$ cat src/rtl/ac_match_engine_pkg.sv
`default_nettype none
// ============================================================================
// Module   : ac_pkg
// Brief    : Shared types for the Aho-Corasick match engine: FSM states,
//            table-select encodings and goto-entry layout.
// Revision : 1.0
// ============================================================================
package ac_pkg;

    typedef enum logic [1:0] {
        ST_IDLE   = 2'd0,
        ST_LOOKUP = 2'd1,
        ST_RESULT = 2'd2
    } ac_state_e;

    localparam logic [1:0] c_sel_goto = 2'd0;
    localparam logic [1:0] c_sel_fail = 2'd1;
    localparam logic [1:0] c_sel_out  = 2'd2;
    localparam logic [1:0] c_sel_rsvd = 2'd3;

    // Goto entry packed MSB..LSB as {cur_state, symbol, next_state, valid}
    typedef struct packed {
        logic [7:0] cur_state;
        logic [3:0] symbol;
        logic [7:0] next_state;
        logic       valid;
    } goto_entry_t;

    localparam int c_goto_valid_lsb = 0;
    localparam int c_goto_next_lsb  = 1;

    function automatic int goto_sym_lsb(input int state_w);
        return state_w + 1;
    endfunction

    function automatic int goto_cur_lsb(input int state_w, input int sym_w);
        return state_w + sym_w + 1;
    endfunction

endpackage
`default_nettype wire

$ cat src/rtl/ac_match_engine_goto_cam.sv
`default_nettype none
// ============================================================================
// Module   : ac_goto_cam
// Brief    : Parallel goto-table compare with lowest-index priority select.
// Revision : 1.0
// ============================================================================
module ac_goto_cam
    import ac_pkg::*;
#(
    parameter int NUM_EDGES = 32,
    parameter int STATE_W   = 8,
    parameter int SYM_W     = 4
) (
    input  logic [NUM_EDGES-1:0][2*STATE_W+SYM_W:0] i_entries,
    input  logic [STATE_W-1:0]                      i_probe_state,
    input  logic [SYM_W-1:0]                        i_symbol,
    output logic                                    o_hit,
    output logic [STATE_W-1:0]                      o_next_state
);

    localparam int c_sym_lsb = goto_sym_lsb(STATE_W);
    localparam int c_cur_lsb = goto_cur_lsb(STATE_W, SYM_W);

    logic [NUM_EDGES-1:0] w_match;

    generate
        for (genvar e = 0; e < NUM_EDGES; e++) begin : g_cmp
            assign w_match[e] = i_entries[e][c_goto_valid_lsb]
                && (i_entries[e][c_cur_lsb +: STATE_W] == i_probe_state)
                && (i_entries[e][c_sym_lsb +: SYM_W] == i_symbol);
        end
    endgenerate

    // Scan downward so the lowest matching index is the last to win
    always_comb begin
        o_hit        = 1'b0;
        o_next_state = '0;
        for (int e = NUM_EDGES - 1; e >= 0; e--) begin
            if (w_match[e]) begin
                o_hit        = 1'b1;
                o_next_state = i_entries[e][c_goto_next_lsb +: STATE_W];
            end
        end
    end

endmodule
`default_nettype wire

$ cat src/rtl/ac_match_engine.sv
`default_nettype none
// ============================================================================
// Module   : ac_match_engine
// Brief    : Sequential Aho-Corasick matcher with run-time loadable goto,
//            failure and output tables; one failure hop per cycle.
//            Optional match counter port enabled by AC_MATCH_COUNT_EN.
// Revision : 1.0
// ============================================================================
module ac_match_engine
    import ac_pkg::*;
#(
    parameter int SYM_W      = 4,
    parameter int STATE_W    = 8,
    parameter int NUM_EDGES  = 32,
    parameter int NUM_STATES = 32,
    parameter int ID_W       = 4
) (
    input  logic                             CLK,
    input  logic                             RST,
    input  logic                             INITIALIZE,
    input  logic                             IN_VALID,
    output logic                             IN_READY,
    input  logic [SYM_W-1:0]                 STRING,
    output logic                             OUT_VALID,
    input  logic                             OUT_READY,
    output logic [STATE_W-1:0]               NOW_STATE_OUT,
    output logic                             EN_MATCH,
    output logic [ID_W-1:0]                  MATCH_ID,
    input  logic                             CFG_WE,
    input  logic [1:0]                       CFG_SEL,
    input  logic [$clog2(NUM_EDGES)-1:0]     CFG_ADDR,
    input  logic [2*STATE_W+SYM_W:0]         CFG_DATA,
    output logic                             ERR
`ifdef AC_MATCH_COUNT_EN
    ,
    output logic [15:0]                      MATCH_CNT
`endif
);

    localparam int c_addr_w = $clog2(NUM_EDGES);
    localparam int c_sidx_w = $clog2(NUM_STATES);
    localparam int c_ent_w  = 2*STATE_W + SYM_W + 1;
    localparam int c_hop_w  = $clog2(NUM_STATES + 1);

    ac_state_e                        r_state;
    logic [NUM_EDGES-1:0][c_ent_w-1:0] r_goto;
    logic [STATE_W-1:0]               r_fail [1:NUM_STATES-1];
    logic                             r_out_match [NUM_STATES];
    logic [ID_W-1:0]                  r_out_id [NUM_STATES];

    logic [STATE_W-1:0] r_cur;
    logic [STATE_W-1:0] r_probe;
    logic [SYM_W-1:0]   r_sym;
    logic [c_hop_w-1:0] r_hop;
    logic               r_in_ready;
    logic               r_out_valid;
    logic [STATE_W-1:0] r_now_state;
    logic               r_en_match;
    logic [ID_W-1:0]    r_match_id;
    logic               r_err;

    logic               w_hit;
    logic [STATE_W-1:0] w_hit_next;
    logic [STATE_W-1:0] w_next;
    logic [STATE_W-1:0] w_fail_rd;
    logic               w_out_match;
    logic [ID_W-1:0]    w_out_id;
    logic               w_hop_limit;
    logic               w_lookup_done;
    logic               w_overflow;
    logic               w_cfg_ok;
    logic [c_sidx_w-1:0] w_cfg_sidx;

    generate
        if (c_sidx_w <= c_addr_w) begin : g_sidx_trunc
            assign w_cfg_sidx = CFG_ADDR[c_sidx_w-1:0];
        end else begin : g_sidx_ext
            assign w_cfg_sidx = {{(c_sidx_w - c_addr_w){1'b0}}, CFG_ADDR};
        end
    endgenerate

    ac_goto_cam #(
        .NUM_EDGES (NUM_EDGES),
        .STATE_W   (STATE_W),
        .SYM_W     (SYM_W)
    ) u_cam (
        .i_entries     (r_goto),
        .i_probe_state (r_probe),
        .i_symbol      (r_sym),
        .o_hit         (w_hit),
        .o_next_state  (w_hit_next)
    );

    // Failure entry 0 is never consulted, so out-of-range probes read as 0
    always_comb begin
        w_fail_rd = '0;
        for (int i = 1; i < NUM_STATES; i++) begin
            if (r_probe == STATE_W'(i)) w_fail_rd = r_fail[i];
        end
    end

    assign w_next        = w_hit ? w_hit_next : '0;
    assign w_hop_limit   = (r_hop == c_hop_w'(NUM_STATES));
    assign w_lookup_done = w_hit || (r_probe == '0) || w_hop_limit;
    assign w_overflow    = !w_hit && (r_probe != '0) && w_hop_limit;

    always_comb begin
        w_out_match = r_out_match[0];
        w_out_id    = r_out_id[0];
        for (int i = 1; i < NUM_STATES; i++) begin
            if (w_next == STATE_W'(i)) begin
                w_out_match = r_out_match[i];
                w_out_id    = r_out_id[i];
            end
        end
    end

    assign w_cfg_ok = CFG_WE && (r_state == ST_IDLE) && !INITIALIZE;

    always_ff @(posedge CLK) begin
        if (RST) begin
            r_goto <= '0;
            for (int i = 1; i < NUM_STATES; i++) r_fail[i] <= '0;
            for (int i = 0; i < NUM_STATES; i++) begin
                r_out_match[i] <= 1'b0;
                r_out_id[i]    <= '0;
            end
        end else if (w_cfg_ok) begin
            for (int i = 0; i < NUM_EDGES; i++) begin
                if (CFG_SEL == c_sel_goto && CFG_ADDR == c_addr_w'(i)) r_goto[i] <= CFG_DATA;
            end
            for (int i = 1; i < NUM_STATES; i++) begin
                if (CFG_SEL == c_sel_fail && w_cfg_sidx == c_sidx_w'(i))
                    r_fail[i] <= CFG_DATA[STATE_W-1:0];
            end
            for (int i = 0; i < NUM_STATES; i++) begin
                if (CFG_SEL == c_sel_out && w_cfg_sidx == c_sidx_w'(i)) begin
                    r_out_match[i] <= CFG_DATA[ID_W];
                    r_out_id[i]    <= CFG_DATA[ID_W-1:0];
                end
            end
        end
    end

    // INITIALIZE wins over any handshake presented in the same cycle
    always_ff @(posedge CLK) begin
        if (RST || INITIALIZE) begin
            r_state     <= ST_IDLE;
            r_cur       <= '0;
            r_probe     <= '0;
            r_sym       <= '0;
            r_hop       <= '0;
            r_in_ready  <= 1'b1;
            r_out_valid <= 1'b0;
            r_now_state <= '0;
            r_en_match  <= 1'b0;
            r_match_id  <= '0;
            r_err       <= 1'b0;
        end else begin
            case (r_state)
                ST_IDLE: begin
                    if (IN_VALID && r_in_ready) begin
                        r_sym      <= STRING;
                        r_probe    <= r_cur;
                        r_hop      <= '0;
                        r_in_ready <= 1'b0;
                        r_state    <= ST_LOOKUP;
                    end
                end
                ST_LOOKUP: begin
                    if (w_lookup_done) begin
                        r_now_state <= w_next;
                        r_en_match  <= w_out_match;
                        r_match_id  <= w_out_match ? w_out_id : '0;
                        r_out_valid <= 1'b1;
                        r_state     <= ST_RESULT;
                        if (w_overflow) r_err <= 1'b1;
                    end else begin
                        r_probe <= w_fail_rd;
                        r_hop   <= r_hop + c_hop_w'(1);
                    end
                end
                ST_RESULT: begin
                    if (OUT_READY) begin
                        r_cur       <= r_now_state;
                        r_out_valid <= 1'b0;
                        r_in_ready  <= 1'b1;
                        r_state     <= ST_IDLE;
                    end
                end
                default: r_state <= ST_IDLE;
            endcase
        end
    end

`ifdef AC_MATCH_COUNT_EN
    logic [15:0] r_match_cnt;

    always_ff @(posedge CLK) begin
        if (RST || INITIALIZE) begin
            r_match_cnt <= '0;
        end else if (r_state == ST_RESULT && OUT_READY && r_en_match
                     && r_match_cnt != 16'hFFFF) begin
            r_match_cnt <= r_match_cnt + 16'd1;
        end
    end

    assign MATCH_CNT = r_match_cnt;
`endif

    assign IN_READY      = r_in_ready;
    assign OUT_VALID     = r_out_valid;
    assign NOW_STATE_OUT = r_now_state;
    assign EN_MATCH      = r_en_match;
    assign MATCH_ID      = r_match_id;
    assign ERR           = r_err;

endmodule
`default_nettype wire

$ cat config.mk
export PLATFORM = sky130hd
export DESIGN_NAME = ac_match_engine
export DESIGN_NICKNAME = d
export VERILOG_FILES = /design/src/rtl/ac_match_engine_pkg.sv /design/src/rtl/ac_match_engine_goto_cam.sv /design/src/rtl/ac_match_engine.sv
export SDC_FILE = /design/constraint.sdc
export NUM_CORES = 2
export LEC_CHECK = 0
export CORE_ASPECT_RATIO = 0.7
export CORE_UTILIZATION = 63
export DETAILED_ROUTE_END_ITERATION = 8
export PLACE_DENSITY = 0.8
export SLEW_MARGIN = 10
export SYNTH_ARGS = -nofsm -noshare
export SYNTH_HDL_FRONTEND = slang
export SYNTH_HIERARCHICAL = 1
export SYNTH_SLANG_ARGS = --single-unit
$ cat constraint.sdc
create_clock -name CLK -period 5.6 [get_ports CLK]
set_input_delay 0.84 -clock CLK [delete_from_list [all_inputs] [get_ports CLK]]
set_output_delay 0.84 -clock CLK [all_outputs]
set_load 0.02 [all_outputs]
* Word level (Yosys, flattened, before mapping)
Memories as Yosys holds them, arrays and structs flattened.
Cells that the tools add are included.
** Cells by class
- $add $sub $neg :: 1
- Reductions and logical operators :: 217
- Mux-type cells :: 524
- Bitwise operators :: 95
- Equality and inequality tests :: 166
** Operators with widths (number)
- 8-bit two-way mux :: 97
- 1-bit two-way mux :: 353
- 8-bit by 5-bit equality test with 1-bit output (second input constant) :: 32
- 8-bit equality test :: 32
- 4-bit two-way mux :: 64
- 1-bit logical AND :: 164
- 4-bit equality test :: 32
- 8-bit by 4-bit equality test with 1-bit output (second input constant) :: 16
- 1-bit OR :: 95
- 5-bit equality test (second input constant) :: 16
- 2-bit AND reduction :: 35
- 8-bit by 3-bit equality test with 1-bit output (second input constant) :: 8
- 5-bit by 4-bit equality test with 1-bit output (second input constant) :: 8
- 8-bit by 2-bit equality test with 1-bit output (second input constant) :: 4
- 5-bit by 3-bit equality test with 1-bit output (second input constant) :: 4
- 8-bit by 1-bit equality test with 1-bit output (second input constant) :: 2
- 8-bit one-hot mux with 2 select lines :: 1
- 3-bit AND reduction :: 5
- 6-bit two-way mux :: 2
- 6-bit one-hot mux with 2 select lines :: 1
- 5-bit by 2-bit equality test with 1-bit output (second input constant) :: 2
- 8-bit zero test :: 1
- 8-bit nonzero test :: 1
- 6-bit by 1-bit adder with 6-bit output (second input constant) :: 1
- 14 further kinds :: 27
** Word-level totals
- Register bits :: 716
- Output and inout port bits :: 16
- Memory bits (writable) :: 408
- Memories kept :: 3
- Input bits :: 38
- Logic and storage cells :: 1049
** Memory list
- r_fail :: depth 31, width 8, rd ports 31, clocked after memory_dff 0, wr ports 31, line ac_match_engine.sv:47 : logic [STATE_W-1:0] r_fail [1:NUM_STATES-1];
- r_out_id :: depth 32, width 4, rd ports 32, clocked after memory_dff 0, wr ports 32, line ac_match_engine.sv:49 : logic [ID_W-1:0] r_out_id [NUM_STATES];
- r_out_match :: depth 32, width 1, rd ports 32, clocked after memory_dff 0, wr ports 32, line ac_match_engine.sv:48 : logic r_out_match [NUM_STATES];

* Logic depth before layout (Yosys ltp)
- Depth after elaboration :: 69
- Mapped depth :: 27
- Depth with buffers taken out :: 19

* Cells and area by module
Netlist, hierarchy kept.
** Modules (own cells, without submodules)
- ac_match_engine :: sequential area each 26585.5 µm², cells an instance 5090, instances 1, area each 44760.4 µm²
- ac_goto_cam :: sequential area each 0.0 µm², cells an instance 1110, instances 1, area each 8254.2 µm²

* Least setup slack after synthesis
No wires, ideal clock.
- Kind :: reg-to-reg
- Start :: register r_probe[6]
- End :: register r_match_id[1] (netlist: MATCH_ID[1])
- Setup time :: 0.124 ns
- Data required time :: 5.476 ns
- Setup slack :: 0.733 ns
- Period minus slack after synthesis :: 4.867 ns
- Cell stages (with the launch flop) :: 23
- Path buffers :: 3
- Data arrival time :: 4.742 ns
- Cells stage by stage :: dfxtp_1 buf_2 buf_6 xnor2_1 nand3_1 nor4_2 nor2b_1 a22o_1 or4b_1 or2_0 a31oi_1 nand3b_1 o211ai_1 or4_1 buf_2 or4_1 o211ai_1 and3_1 o221ai_1 a31oi_1 o221ai_1 a21oi_1 o31ai_1
** On the way
- Word-level cells in the longest chain between the ends :: 69
- Elaborated cells on any way between the ends :: 259
- Classes of those cells :: 63 x eq/ne; 128 x mux; 68 x reduce/logical
** Ends and longest elaborated chain
- start: declaration :: line ac_match_engine.sv:52 : logic [STATE_W-1:0] r_probe;
- start signal: assignment :: line ac_match_engine.sv:164 : r_probe <= r_cur;
- start signal: assignment :: line ac_match_engine.sv:179 : r_probe <= w_fail_rd;
- 8-bit equality test :: line ac_match_engine_goto_cam.sv:29 : && (i_entries[e][c_cur_lsb +: STATE_W] == i_probe_state)
- 1-bit logical AND :: line ac_match_engine_goto_cam.sv:29
- 1-bit logical AND :: line ac_match_engine_goto_cam.sv:30 : && (i_entries[e][c_sym_lsb +: SYM_W] == i_symbol);
- 8-bit two-way mux (31 in series) :: line ac_match_engine_goto_cam.sv:39 : if (w_match[e]) begin
- 8-bit two-way mux (*) :: line ac_match_engine_goto_cam.sv:39
- net w_hit_next[7] :: line ac_match_engine.sv:63 : logic [STATE_W-1:0] w_hit_next;
- 8-bit two-way mux (*) :: line ac_match_engine.sv:102 : assign w_next = w_hit ? w_hit_next : '0;
- 8-bit by 1-bit equality test with 1-bit output :: line ac_match_engine.sv:111 : if (w_next == STATE_W'(i)) begin
- 4-bit two-way mux / 1-bit two-way mux (equally long branches) (31 in series) :: line ac_match_engine.sv:111
- 4-bit two-way mux (*) :: line ac_match_engine.sv:174 : r_match_id <= w_out_match ? w_out_id : '0;
- end signal: assignment :: line ac_match_engine.sv:174
- end: declaration :: line ac_match_engine.sv:59 : logic [ID_W-1:0] r_match_id;
Mark *: on every way through the listed nets, which the timed path passes. The rest lies on a longest branch.
A chain may end at the register's enable or synchronous reset.

* Worst setup path in the final report
- Start :: register r_probe[0]
- End :: register r_match_id[0] (netlist: MATCH_ID[0])
The elaborated chain is that of the path after synthesis.

==> metrics.md <==
| Metric | Value |
|---|---|
| Initial antenna violation count | 9 |
| Post-Syn Instances | 6200 |
| Final Cycle Share | 100.0% |
| Area grow syn2layout | 13.78% |
| Result of the run | complete, but fails checks |
| Reg clk slew, reported paths | 0.07 ns |
| Placed cell count | 7188 |
| Post-DRT Antenna Nets | 0 |
| # IOs | 54 |
| Effective utilization at floorplan | 64.03% |
| Final worst setup slack | -0.0002944 ns |
| Largest net degree at the start of global routing | 248 |
| Minimum clock period after layout | 5.600 ns |
| Critical path fanouts, max | 5 |
| Clock root buffer | clkbuf_16 |
| Sequential-to-total area share from yosys stat | 50.15% |
| Post-Syn Area | 53010 sq um |
| Longest Clk Path Bufs | 3 |
| FMAX | 0.1786 GHz |
| CP Capture Type | flip-flop |
| Layout cell share with drive strength beyond 1 | 12.20% |
| Yosys cell types | 107 |
| Synth cell count leaders | nand2_1 (1640), a21oi_1 (840), dfxtp_1 (716) |
| Synth Area per Inst | 8.551 sq um |
| P per Cell Area | 281.7 nW/um^2 |
| Overflow after GRT | 0 |
| CP arrival | 6.26 ns |
| GRT Overall Usage | 43.08% |
| Final Hold Vio Count | 0 |
| Via density per instance | 6.580 |
| Bufs and invs on worst path | 4 |
| Worst setup path class | reg2reg |
| Die Area | 85330 sq um |
| Top Family by Delay on Critical Path | simple AND/OR/NAND/NOR gates |
| Die width | 348.7 microns |
| First-iteration detailed-routing DRC count | 8875 |
| Pre-antenna DRT Iters | 6 |
| Violated checks | negative setup slack |
| Slowest stage delay, CP | 0.58 ns |
| Ys flop type | dfxtp_1 |
| Final #Nets | 6279 |
| Vias in the first global route | 44140 |
| Core area | 82800 sq um |
| CTS tree | built |
| Slew HR | 12.90% |
| Synth top area cells | dfxtp_1 (27%), edfxtp_1 (23%), nand2_1 (12%), a21oi_1 (7.9%), xnor2_1 (5.2%) |
| Top cell type's share of synthesized area | 27.04% |
| HP Class | reg2reg |
| Clk_skew | 0.01613 ns |
| Number of remaining DRC errors | 0 |
| Asr flop ratio synth | 0% |
| Slew of the pin with the lowest slew margin | 1.307 ns |
| Layout fillers | 6189 |
| Pins over their slew limit | 0 |
| Via count | 49080 |
| CTS H-Tree Depth | 3 |
| Worst-Skew Late Latency | 0.73 ns |
| Slowest-stage cell, CP | or4_4 |
| First-pass GRT wire length | 278100 microns |
| Final cell count without fillers | 7459 |
| IO buf count | 53 |
| Final setup TNS | -0.0002944 ns |
| Routed WL | 190100 microns |
| CTS Buf Count | 103 |
| Setup violations, final | 1 |
| Synth Register Bits | 1124 |
| WL/cell | 25.49 microns |
| Critical Path RT | 6.26 ns |
| Routability cong. | 1.069 |
| Leakage | 20.39 nW |
| Die span in y | 244.7 microns |
| Std-Cell Rows | 88 |
| Syn_nets | 6240 |
| Crit-path cells | buf_12, buf_8, xnor2_2, nand2_1, nor4_2, buf_4, nor2b_2, a22o_1, or4b_4, or2_4, a31oi_4, nand3b_1, o211ai_1, or4_4, buf_6, or3_4, a21oi_2, a21oi_1, a222oi_1, o211ai_1, a221oi_2, o21ai_1, o21ai_1 |
| Dominant cell by count in the synthesized netlist | nand2_1 |
| Area leader, netlist | dfxtp_1 |
| CTS Sinks | 1124 |
| Post-DP HPWL | 121900 microns |
| Max Cap Viol | 0 |
| Yosys warns | 6 |
| Post-synth EDFFs | 408 |
| VDD IR max | 0.3354 mV |
| Worst setup SP type | flip-flop |
==> worst min-delay path: stages, from the launching register on <==
cell,delay [ns]
dfxtp_1,0.31
nand2_1,0.05
nand2_1,0.04
==> what timing repair did <==
item | 4_1_cts | 5_1_grt
pin swaps | 0 | 32
setup buffers | 21 | 49
gates resized for setup | 5 | 79
cloned | 0 | 1
setup endpoints to repair | 5 | 6
hold buffers | 0 | 0
==> stage by stage <==
step | util (%) | setup WS, ns | power [mW] | cell area [sq um] | hold slack (ns)
after floorplan | - | 0.7333 | 9.217 | 53010 | 0.4311
after global placement | 66.98 | -0.2812 | 9.526 | 55460 | 0.4375
after detailed placement | 66.98 | -0.3523 | 9.536 | 55460 | 0.4414
after CTS | 71.65 | 0.002110 | 16.89 | 59330 | 0.4515
after global routing | 72.85 | -0.02822 | 17.29 | 60320 | 0.4656
final | 72.85 | -0.0002944 | 16.99 | 60320 | 0.4482
==> area by class of cell <==
class	instances	area, sq um	share of cell area (%)
Antenna cell	5	12.51	0.02074
Clock buffer	138	2952	4.893
Clock inverter	57	648.1	1.074
Inverter	61	229.0	0.3796
Multi-Input combinational cell	4519	24590	40.77
Sequential cell	1124	26620	44.13
Tap cell	1125	1408	2.333
Timing Repair Buffer	430	3859	6.397
==> cell usage in the layout, fill, tap and decap left out, types with 24 or more instances in the layout <==
cell type,netlist,routed
a21oi_1,840,838
a31oi_1,33,31
buf_12,4,44
buf_4,4,325
clkbuf_16,0,106
clkdlybuf4s50_1,0,31
dfxtp_1,716,704
edfxtp_1,408,408
inv_1,58,58
mux2i_1,64,62
nand2_1,1640,1640
nand2b_1,93,88
nand3_1,96,93
nand4_1,73,73
nor2_1,538,536
nor3_1,70,32
nor3_2,10,26
o211ai_1,24,24
o21ai_0,129,128
o22ai_1,39,39
xnor2_1,314,306
xor2_1,67,65
==> cell families (layout without fill, tap and decap cells) <==
logic type,after synthesis,after routing,synth area share (%)
multiplexers,83,83,1.718
XOR/XNOR,389,389,6.582
other,0,5,0
buffers and inverters,557,686,4.850
adder cells (fa/ha/maj),2,2,0.04719
flip-flops,1124,1124,50.15
AND/OR/NAND/NOR,2707,2707,22.01
AO/OA/AOI/OAI,1338,1338,14.65
==> worst paths after layout <==
kind,from,end,slack (ns),cells after the start
worst max-delay path,r_probe[0],MATCH_ID[0],-0.0003,23
worst min-delay path,EN_MATCH,EN_MATCH,0.45,2
worst max register to register,r_probe[0],MATCH_ID[0],-0.0003,23
worst min register to register,EN_MATCH,EN_MATCH,0.45,2
==> sequential cells by signal (all words and copies together), names as in the netlist <==
name           flops
r_cur              8
r_fail           248
r_out_id         128
NOW_STATE_OUT      8
r_goto           672
r_sym              4
r_probe            8
MATCH_ID           4
r_out_match       32
EN_MATCH           1
OUT_VALID          1
r_state            2
ERR                1
IN_READY           1
r_hop              6
==> where the power goes <==
part | switching, mW | internal, mW | leakage (nW)
sequential | 0.0600 | 8.58 | 9.91
clock | 3.32 | 4.24 | 1.77
combinational | 0.616 | 0.176 | 8.71
==> layer usage <==
layer / part of all wire, % / wire [microns] / GRT usage [%]
met1: 38 / 72780 / 62.59
met2: 40 / 76830 / 59.34
met3: 17 / 32250 / 13.60
met4: 4.3 / 8259 / 16.68
met5: 0 / 0 / 0.3401
Note: power is estimated with default switching activity, not from simulation.
